===== config.mk =====
export PLATFORM = sky130hd
export DESIGN_NAME = register_file_rename
export DESIGN_NICKNAME = d
export VERILOG_FILES = /design/src/rtl/register_file_rename_pkg.sv /design/src/rtl/register_file_rename_reg_read_port.sv /design/src/rtl/register_file_rename.sv
export SDC_FILE = /design/constraint.sdc
export NUM_CORES = 2
export LEC_CHECK = 0
export ABC_CLOCK_PERIOD_IN_PS = 31800
export BUFFER_PORTS_ARGS = -buffer_cell sky130_fd_sc_hd__buf_2
export CAP_MARGIN = 20
export CORE_ASPECT_RATIO = 0.9
export CORE_MARGIN = 2
export CORE_UTILIZATION = 38
export CTS_BUF_LIST = sky130_fd_sc_hd__clkbuf_4
export DETAILED_ROUTE_END_ITERATION = 12
export GPL_ROUTABILITY_DRIVEN = 0
export GPL_TIMING_DRIVEN = 0
export MAX_ROUTING_LAYER = met4
export PLACE_DENSITY = 0.64
export SLEW_MARGIN = 10
export SYNTH_ARGS = -nofsm -noshare
export SYNTH_HDL_FRONTEND = slang
export SYNTH_HIERARCHICAL = 1
export SYNTH_SLANG_ARGS = --single-unit
export TNS_END_PERCENT = 30

===== constraint.sdc =====
create_clock -name clk_in -period 31.8 [get_ports clk_in]
set_clock_uncertainty 0.1 [all_clocks]
set_input_delay 0 -clock clk_in [delete_from_list [all_inputs] [get_ports clk_in]]
set_output_delay 0 -clock clk_in [all_outputs]
set_load 0.05 [all_outputs]

===== src/rtl/register_file_rename_pkg.sv =====
// Shared widths and types for the renaming architectural register file.
package register_file_rename_pkg;

    localparam int REG_NUM     = 32;
    localparam int XLEN        = 32;
    localparam int ENTRY_WIDTH = 5;
    localparam int REG_AW      = 5;

    typedef logic [XLEN-1:0]        word_t;
    typedef logic [ENTRY_WIDTH-1:0] tag_t;
    typedef logic [REG_AW-1:0]      reg_idx_t;

endpackage


===== src/rtl/register_file_rename_reg_read_port.sv =====
// One source-operand lookup: commit bypass onto a pending register, x0 masking,
// and the wait-entry output forced to zero when the operand is ready.
module register_file_rename_reg_read_port
    import register_file_rename_pkg::*;
(
    input  logic [REG_AW-1:0]      i_addr,
    input  logic [XLEN-1:0]        i_stored_value,
    input  logic                   i_stored_busy,
    input  logic [ENTRY_WIDTH-1:0] i_stored_tag,
    input  logic                   i_commit_valid,
    input  logic [REG_AW-1:0]      i_commit_rd,
    input  logic [ENTRY_WIDTH-1:0] i_commit_entry,
    input  logic [XLEN-1:0]        i_commit_value,
    output logic [XLEN-1:0]        o_value,
    output logic                   o_busy,
    output logic [ENTRY_WIDTH-1:0] o_entry
);

    logic w_is_x0;
    logic w_bypass;

    assign w_is_x0  = (i_addr == '0);
    assign w_bypass = i_commit_valid && (i_commit_rd == i_addr) && !w_is_x0
                      && i_stored_busy && (i_stored_tag == i_commit_entry);

    always_comb begin
        o_value = i_stored_value;
        o_busy  = i_stored_busy;
        o_entry = i_stored_busy ? i_stored_tag : '0;
        if (w_is_x0) begin
            o_value = '0;
            o_busy  = 1'b0;
            o_entry = '0;
        end else if (w_bypass) begin
            o_value = i_commit_value;
            o_busy  = 1'b0;
            o_entry = '0;
        end
    end

endmodule


===== src/rtl/register_file_rename.sv =====
// Architectural register file with per-register ROB rename tags: issue marks a
// register pending on a ROB entry, commit writes the value and clears the tag.
module register_file_rename
    import register_file_rename_pkg::*;
(
    input  logic                   clk_in,
    input  logic                   rst_in,
    input  logic                   rdy_in,
    input  logic                   roll_back,
    input  logic                   issue_valid,
    input  logic [REG_AW-1:0]      issue_rd,
    input  logic [ENTRY_WIDTH-1:0] issue_entry,
    input  logic                   commit_valid,
    input  logic [REG_AW-1:0]      commit_rd,
    input  logic [ENTRY_WIDTH-1:0] commit_entry,
    input  logic [XLEN-1:0]        commit_value,
    input  logic [REG_AW-1:0]      rs1_addr,
    output logic [XLEN-1:0]        rs1_value,
    output logic                   rs1_busy,
    output logic [ENTRY_WIDTH-1:0] rs1_entry,
    input  logic [REG_AW-1:0]      rs2_addr,
    output logic [XLEN-1:0]        rs2_value,
    output logic                   rs2_busy,
    output logic [ENTRY_WIDTH-1:0] rs2_entry
);

    logic [XLEN-1:0]        r_value [REG_NUM];
    logic [ENTRY_WIDTH-1:0] r_tag   [REG_NUM];
    logic [REG_NUM-1:0]     r_busy;

    logic w_issue_we;
    logic w_commit_we;
    logic w_commit_clears;

    assign w_issue_we  = issue_valid  && (issue_rd  != '0);
    assign w_commit_we = commit_valid && (commit_rd != '0);
    // A same-cycle issue to the committing register leaves a younger writer pending.
    assign w_commit_clears = w_commit_we && (r_tag[commit_rd] == commit_entry)
                             && !(w_issue_we && (issue_rd == commit_rd));

    always_ff @(posedge clk_in or posedge rst_in) begin
        if (rst_in) begin
            r_busy <= '0;
            for (int i = 0; i < REG_NUM; i++) begin
                r_value[i] <= '0;
                r_tag[i]   <= '0;
            end
        end else if (rdy_in) begin
            if (roll_back) begin
                r_busy <= '0;
                for (int i = 0; i < REG_NUM; i++) begin
                    r_tag[i] <= '0;
                end
            end else begin
                if (w_commit_we) begin
                    r_value[commit_rd] <= commit_value;
                end
                if (w_commit_clears) begin
                    r_busy[commit_rd] <= 1'b0;
                end
                if (w_issue_we) begin
                    r_busy[issue_rd] <= 1'b1;
                    r_tag[issue_rd]  <= issue_entry;
                end
            end
        end
    end

    register_file_rename_reg_read_port u_rd_port1 (
        .i_addr         (rs1_addr),
        .i_stored_value (r_value[rs1_addr]),
        .i_stored_busy  (r_busy[rs1_addr]),
        .i_stored_tag   (r_tag[rs1_addr]),
        .i_commit_valid (commit_valid),
        .i_commit_rd    (commit_rd),
        .i_commit_entry (commit_entry),
        .i_commit_value (commit_value),
        .o_value        (rs1_value),
        .o_busy         (rs1_busy),
        .o_entry        (rs1_entry)
    );

    register_file_rename_reg_read_port u_rd_port2 (
        .i_addr         (rs2_addr),
        .i_stored_value (r_value[rs2_addr]),
        .i_stored_busy  (r_busy[rs2_addr]),
        .i_stored_tag   (r_tag[rs2_addr]),
        .i_commit_valid (commit_valid),
        .i_commit_rd    (commit_rd),
        .i_commit_entry (commit_entry),
        .i_commit_value (commit_value),
        .o_value        (rs2_value),
        .o_busy         (rs2_busy),
        .o_entry        (rs2_entry)
    );

endmodule


# --- Yosys cells after proc, flatten, opt, wreduce, memory -nomap -nowiden ---
# Index checks and enable logic that the tools add are counted.
word_totals:
  register_bits: 1216
  inputBits: 68
  out_inout_bits: 76
  word_cells: 168
op_classes:
  n_lt_le_gt_ge: 12
  n_eq_ne: 6
  n_mux: 50
  n_bitwise: 8
  n_reduce_logical: 27
op_table:
  columns: ["operator", "n"]
  rows:
  - ["$bwmux W1024", 1]
  - ["$mux W32", 14]
  - ["$bmux W32 S5", 2]
  - ["$mux W160", 2]
  - ["$bwmux W160", 1]
  - ["$demux W32 S5", 1]
  - ["$bmux W5 S5", 3]
  - ["$mux W5", 13]
  - ["$and A32 B32 Y32", 1]
  - ["$not A32 Y32", 1]
  - ["$or A32 B32 Y32", 1]
  - ["$eq A5 B5 Y1", 6]
  - ["$demux W5 S5", 1]
  - ["$ge A6 B6 Y1 const B", 4]
  - ["$lt A5 B6 Y1 const B", 4]
  - ["$not A5 Y6", 4]
  - ["$logic_and A1 B1 Y1", 17]
  - ["$lt A6 B1 Y1 const B", 2]
  - ["$bmux W1 S5", 2]
  - ["$demux W1 S5", 2]
  - ["$ge A5 B1 Y1 const B", 2]
  - ["$logic_not A5 Y1", 2]
  - ["$reduce_bool A5 Y1", 2]
  - ["$mux W1", 8]
  - ["other kinds (5)", 7]

# --- Longest topological paths before layout ---
logic_depth:
  ltp_word: 13
  depth_mapped: 12
  mapped_depth_nobuf: 7

# --- Hierarchy ---
# The synthesis kept the hierarchy.
modules_own_cells:
  columns: ["module", "instances", "cells_per_inst", "area_each_um2", "seq_area_each_um2"]
  rows:
  - ["register_file_rename", 1, 4346, 66269.8, 30429.2]
  - ["register_file_rename_reg_read_port", 2, 130, 825.8, 0.0]

# --- Worst setup path after synthesis ---
# No wires, ideal clock.
synth_path:
  path_kind: "input -> output"
  from: "input port rs1_addr[0]"
  to: "output port rs1_value[10]"
  arrival_time_ns: 4.275
  t_required_ns: 31.700
  slack_ns: 27.425
  path_stages: 12
  path_buffers: 5
  cell_sequence: "clkbuf_1 buf_1 buf_1 mux4_2 mux4_2 mux2_2 xnor2_1 nand4_1 nor4_4 buf_6 buf_8 mux2i_1"
synth_between:
  elab_chain_cells: 8
  elab_cells_between_ends: 19
  cone_classes: "2 x eq/ne; 10 x mux; 1 x bitwise; 6 x reduce/logical"
synth_rtl:
  columns: ["element", "line_no", "text"]
  rows:
  - ["start: declaration", "register_file_rename.sv:17", "input logic [REG_AW-1:0] rs1_addr,"]
  - ["$not A5 Y6 (implied by the code)", "register_file_rename.sv:71, register_file_rename.sv:73", null]
  - ["$bmux W5 S5", "register_file_rename.sv:73", ".i_stored_tag (r_tag[rs1_addr]),"]
  - ["$mux W5 (implied by the code) (2 in a row)", "register_file_rename.sv:73", null]
  - ["$eq A5 B5 Y1", "register_file_rename_reg_read_port.sv:24", "&& i_stored_busy && (i_stored_tag == i_commit_entry);"]
  - ["$logic_and A1 B1 Y1", "register_file_rename_reg_read_port.sv:24", null]
  - ["$mux W32", "register_file_rename_reg_read_port.sv:34", "end else if (w_bypass) begin"]
  - ["$mux W32 *", "register_file_rename_reg_read_port.sv:30", "if (w_is_x0) begin"]
  - ["end: declaration", "register_file_rename.sv:18", "output logic [XLEN-1:0] rs1_value,"]
# Mark *: on every way between the ends. The rest lies on a longest branch, timed or not. The select of a mux whose other input is x is not followed.

# --- Worst setup path in the final report ---
layout_path:
  from: "input port rs1_addr[0]"
  to: "output port rs1_value[15]"
# The elaborated chain is that of the path after synthesis.

==> flow_summary.ini <==
[run_status]
status = finished clean

[timing]
min_period_ps = 6440
tightestPinTransition_ps = 1310
slew_viol_final = 0
setup_tns_ps = 0
setup_viol = 0
max_freq_mhz = 155
report.final.hold_viol_count = 0
period_share_pct = 20.3
rsz0062_at_grt = no
relSlewSlack_pct = 12.8

[yosys]
synth.top_cell.area_share_pct = 44.8
syn_area_mm2 = 0.0679
async_flop_share_pct = 100
synth_cells = 4606
yosys.area.top_type = dfrtp_1
postSynthNetCount = 4674
synth_common_cells = dfrtp_1 (1216), mux2_2 (1068), mux4_2 (760)
synth_cell_types = 51
synth_area_leaders = dfrtp_1 (45%), mux4_2 (25%), mux2_2 (18%)
synth.avg_cell_area_um2 = 14.7
synth_edf_count = 0
seq_area_frac_synth_pct = 44.8
ys_ff_latch = 1216
yosys_warnings = 6
synthFlopType = dfrtp_1
yosysMostFrequentCell = dfrtp_1

[clock_tree]
cts_tree = built
cts_setup_buffers = 0
cts_buffer_depth = 4
cts_root_buffer = clkbuf_4
clock-sinks = 1216
cts_buffers = 352
cts_resized = 0
clock_latency_ps = 1380
clk_pin_slew_worst_paths_ps = 70
h-tree-depth = 5
ctsHoldBuffers = 145

[pwr]
p_leak_nw = 34.8
fin_total_pwr_w = 0.00390
ir_drop_v = 0.0000393
power.density_mw_per_mm2 = 49.3

[grt]
grt_antenna_before_repair = 13
grt_pass1_wl_um = 370000
grt_max_degree = 39
grt_overflow_total = 0
grt_pass1_vias = 51100
gr-usage-all-layers_pct = 29.3

[worst_hold_path]
min_path_cells = 4
worstHoldPathType = in -> reg

[placement]
port_buffers = 140
hpwl_um = 185000

[worst_setup_path]
crit_path_max_fanout = 10
ff2ff_path_depth = 11
cp_common_cell = buf_2
max_stage_delay_ps = 930
end_kind = primary output
path_cells = buf_2 > clkbuf_1 > clkbuf_1 > buf_2 > mux4_2 > mux4_2 > mux2_2 > xnor2_1 > nand4_1 > nor4_4 > buf_6 > buf_8 > mux2i_1 > buf_2
start_kind = primary input
timing_worst_setup_path_type = in -> out
cp_slowest_cell = clkbuf_1
cp.arrival_ps = 6340
cp.required_ps = 31700

[final_layout]
seq_area_mm2 = 0.0304
final_nets = 5433
nFillCells = 16200
multi_input_area_mm2 = 0.0354
area.growth.synth_to_final_pct = 16.6
drive_above_1_share_pct = 48.7

[route]
ant_nets = 0
drt_iter0_markers = 6860
wl_met3_um = 31800
drc = 0
dr_wl_met2_um = 114000
wl_met1_um = 96800
wirelength_um = 261000
via_per_inst = 6.34
routedWlPerCell_um = 32.6
dr.pass1.iters = 9
vias = 50800
top_layer = met4

[floorplanning]
fp-row-count = 147
chipWidth_um = 450
io_pins = 144
die_area_mm2 = 0.182
core_mm2 = 0.178
initial_core_util_pct = 38.1
die_h_um = 405

[flow_run]
cap_violations = 0
-- path summary, 6_finish.rpt --
check,slack [ps],startpoint,to
worst min register to register,380,r_value[993]$_DFFE_PP0P_,r_value[993]$_DFFE_PP0P_
max in group asynchronous,29570,rst_in,r_value[375]$_DFFE_PP0P_
worst max register to register,26300,r_tag[51]$_DFFE_PP0P_,r_busy[3]$_DFFE_PP0P_
worst max-delay path,25360,rs1_addr[0],rs1_value[15]
worst min-delay path,50,commit_value[23],r_value[311]$_DFFE_PP0P_
min in group asynchronous,380,rst_in,r_value[833]$_DFFE_PP0P_
-- stage by stage --
step           std cells  setup slack, ps  util, %  instance area, um2  hold WS [ps]
2_1_floorplan       4606            14900        -               67900          51.7
3_3_place_gp        7130             7720     40.2               71600           223
3_5_place_dp        7224            25600     41.1               73200           110
4_1_cts             7960            25580     44.3               78800          7.23
5_1_grt             8002            25470     44.5               79200          78.0
6_report            8009            25360     44.5               79200          54.0
-- report_power, final --
group | leakage, nW | switching, W | internal (W)
Clock | 2.52 | 0.000708 | 0.000734
Combinational | 15.8 | 0.000365 | 0.000329
Sequential | 16.5 | 0.0000978 | 0.00167
-- cells by family (layout without fill, tap and decap cells) --
| family | count (synthesis) | count (layout) | share of synthesized area [%] |
|---|---|---|---|
| other cells | 0 | 23 | 0 |
| buf+inv | 542 | 1538 | 3.13 |
| simple gates | 504 | 504 | 3.60 |
| compound gates | 347 | 347 | 3.12 |
| mux | 1972 | 1972 | 45.0 |
| flops | 1216 | 1216 | 44.8 |
| xor+xnor | 25 | 25 | 0.322 |
-- cell usage in the layout, fill, tap and decap left out, types with 6 or more instances in the layout --
cell	synthesis	final
dlygate4sd3_1	0	144
nand4bb_1	6	6
and3_1	7	7
a21oi_1	41	41
nor2b_1	12	12
and2_1	9	9
nor3_1	8	8
clkbuf_1	369	337
nand2b_1	41	41
buf_2	17	193
nor3b_1	13	13
clkbuf_2	0	33
buf_12	0	36
dfrtp_1	1216	1216
clkinv_2	0	7
nor2_1	101	101
mux2_2	1068	1068
a2bb2oi_1	8	8
nand2_1	253	253
nand3_1	9	9
nor4_4	6	6
buf_1	87	53
mux2i_1	144	144
clkbuf_4	0	514
o22ai_1	84	84
clkinv_1	1	64
buf_6	3	39
a22oi_1	17	17
a22o_1	32	32
o21ai_1	32	32
inv_1	61	60
mux4_2	760	760
buf_8	4	49
nor4_1	9	9
xnor2_1	20	20
o21ai_0	114	114
diode_2	0	23
inv_2	0	7
o22a_1	7	7
-- routing by layer --
| layer | track usage, % | vias up |
|---|---|---|
| met1 | 35.8 | 26700 |
| met4 | 17.7 | 0 |
| met3 | 10.0 | 1047 |
| met5 | - | - |
| met2 | 41.9 | 3615 |
| li1 | - | 19500 |
-- flip-flops by register name, indices dropped and copies added, names as in the netlist --
signal,count
r_value,1024
r_tag,160
r_busy,32
-- worst max-delay path: cells and delay by family --
kind | cells | cell delay (ps)
buf+inv | 7 | 3470
mux | 4 | 2120
simple gates | 2 | 470
xor+xnor | 1 | 160
-- area by class of cell --
type	count	share of cell area [%]
diodes	23	0.0727
plain buffers	480	2.49
clock buffers	514	4.87
clock inverters	77	0.376
inverters	62	0.299
multi-input cells	2848	44.7
flip-flops and latches	1216	38.4
well taps	2384	3.77
repair buffers	405	5.03
Note: power is estimated with default switching activity, not from simulation.
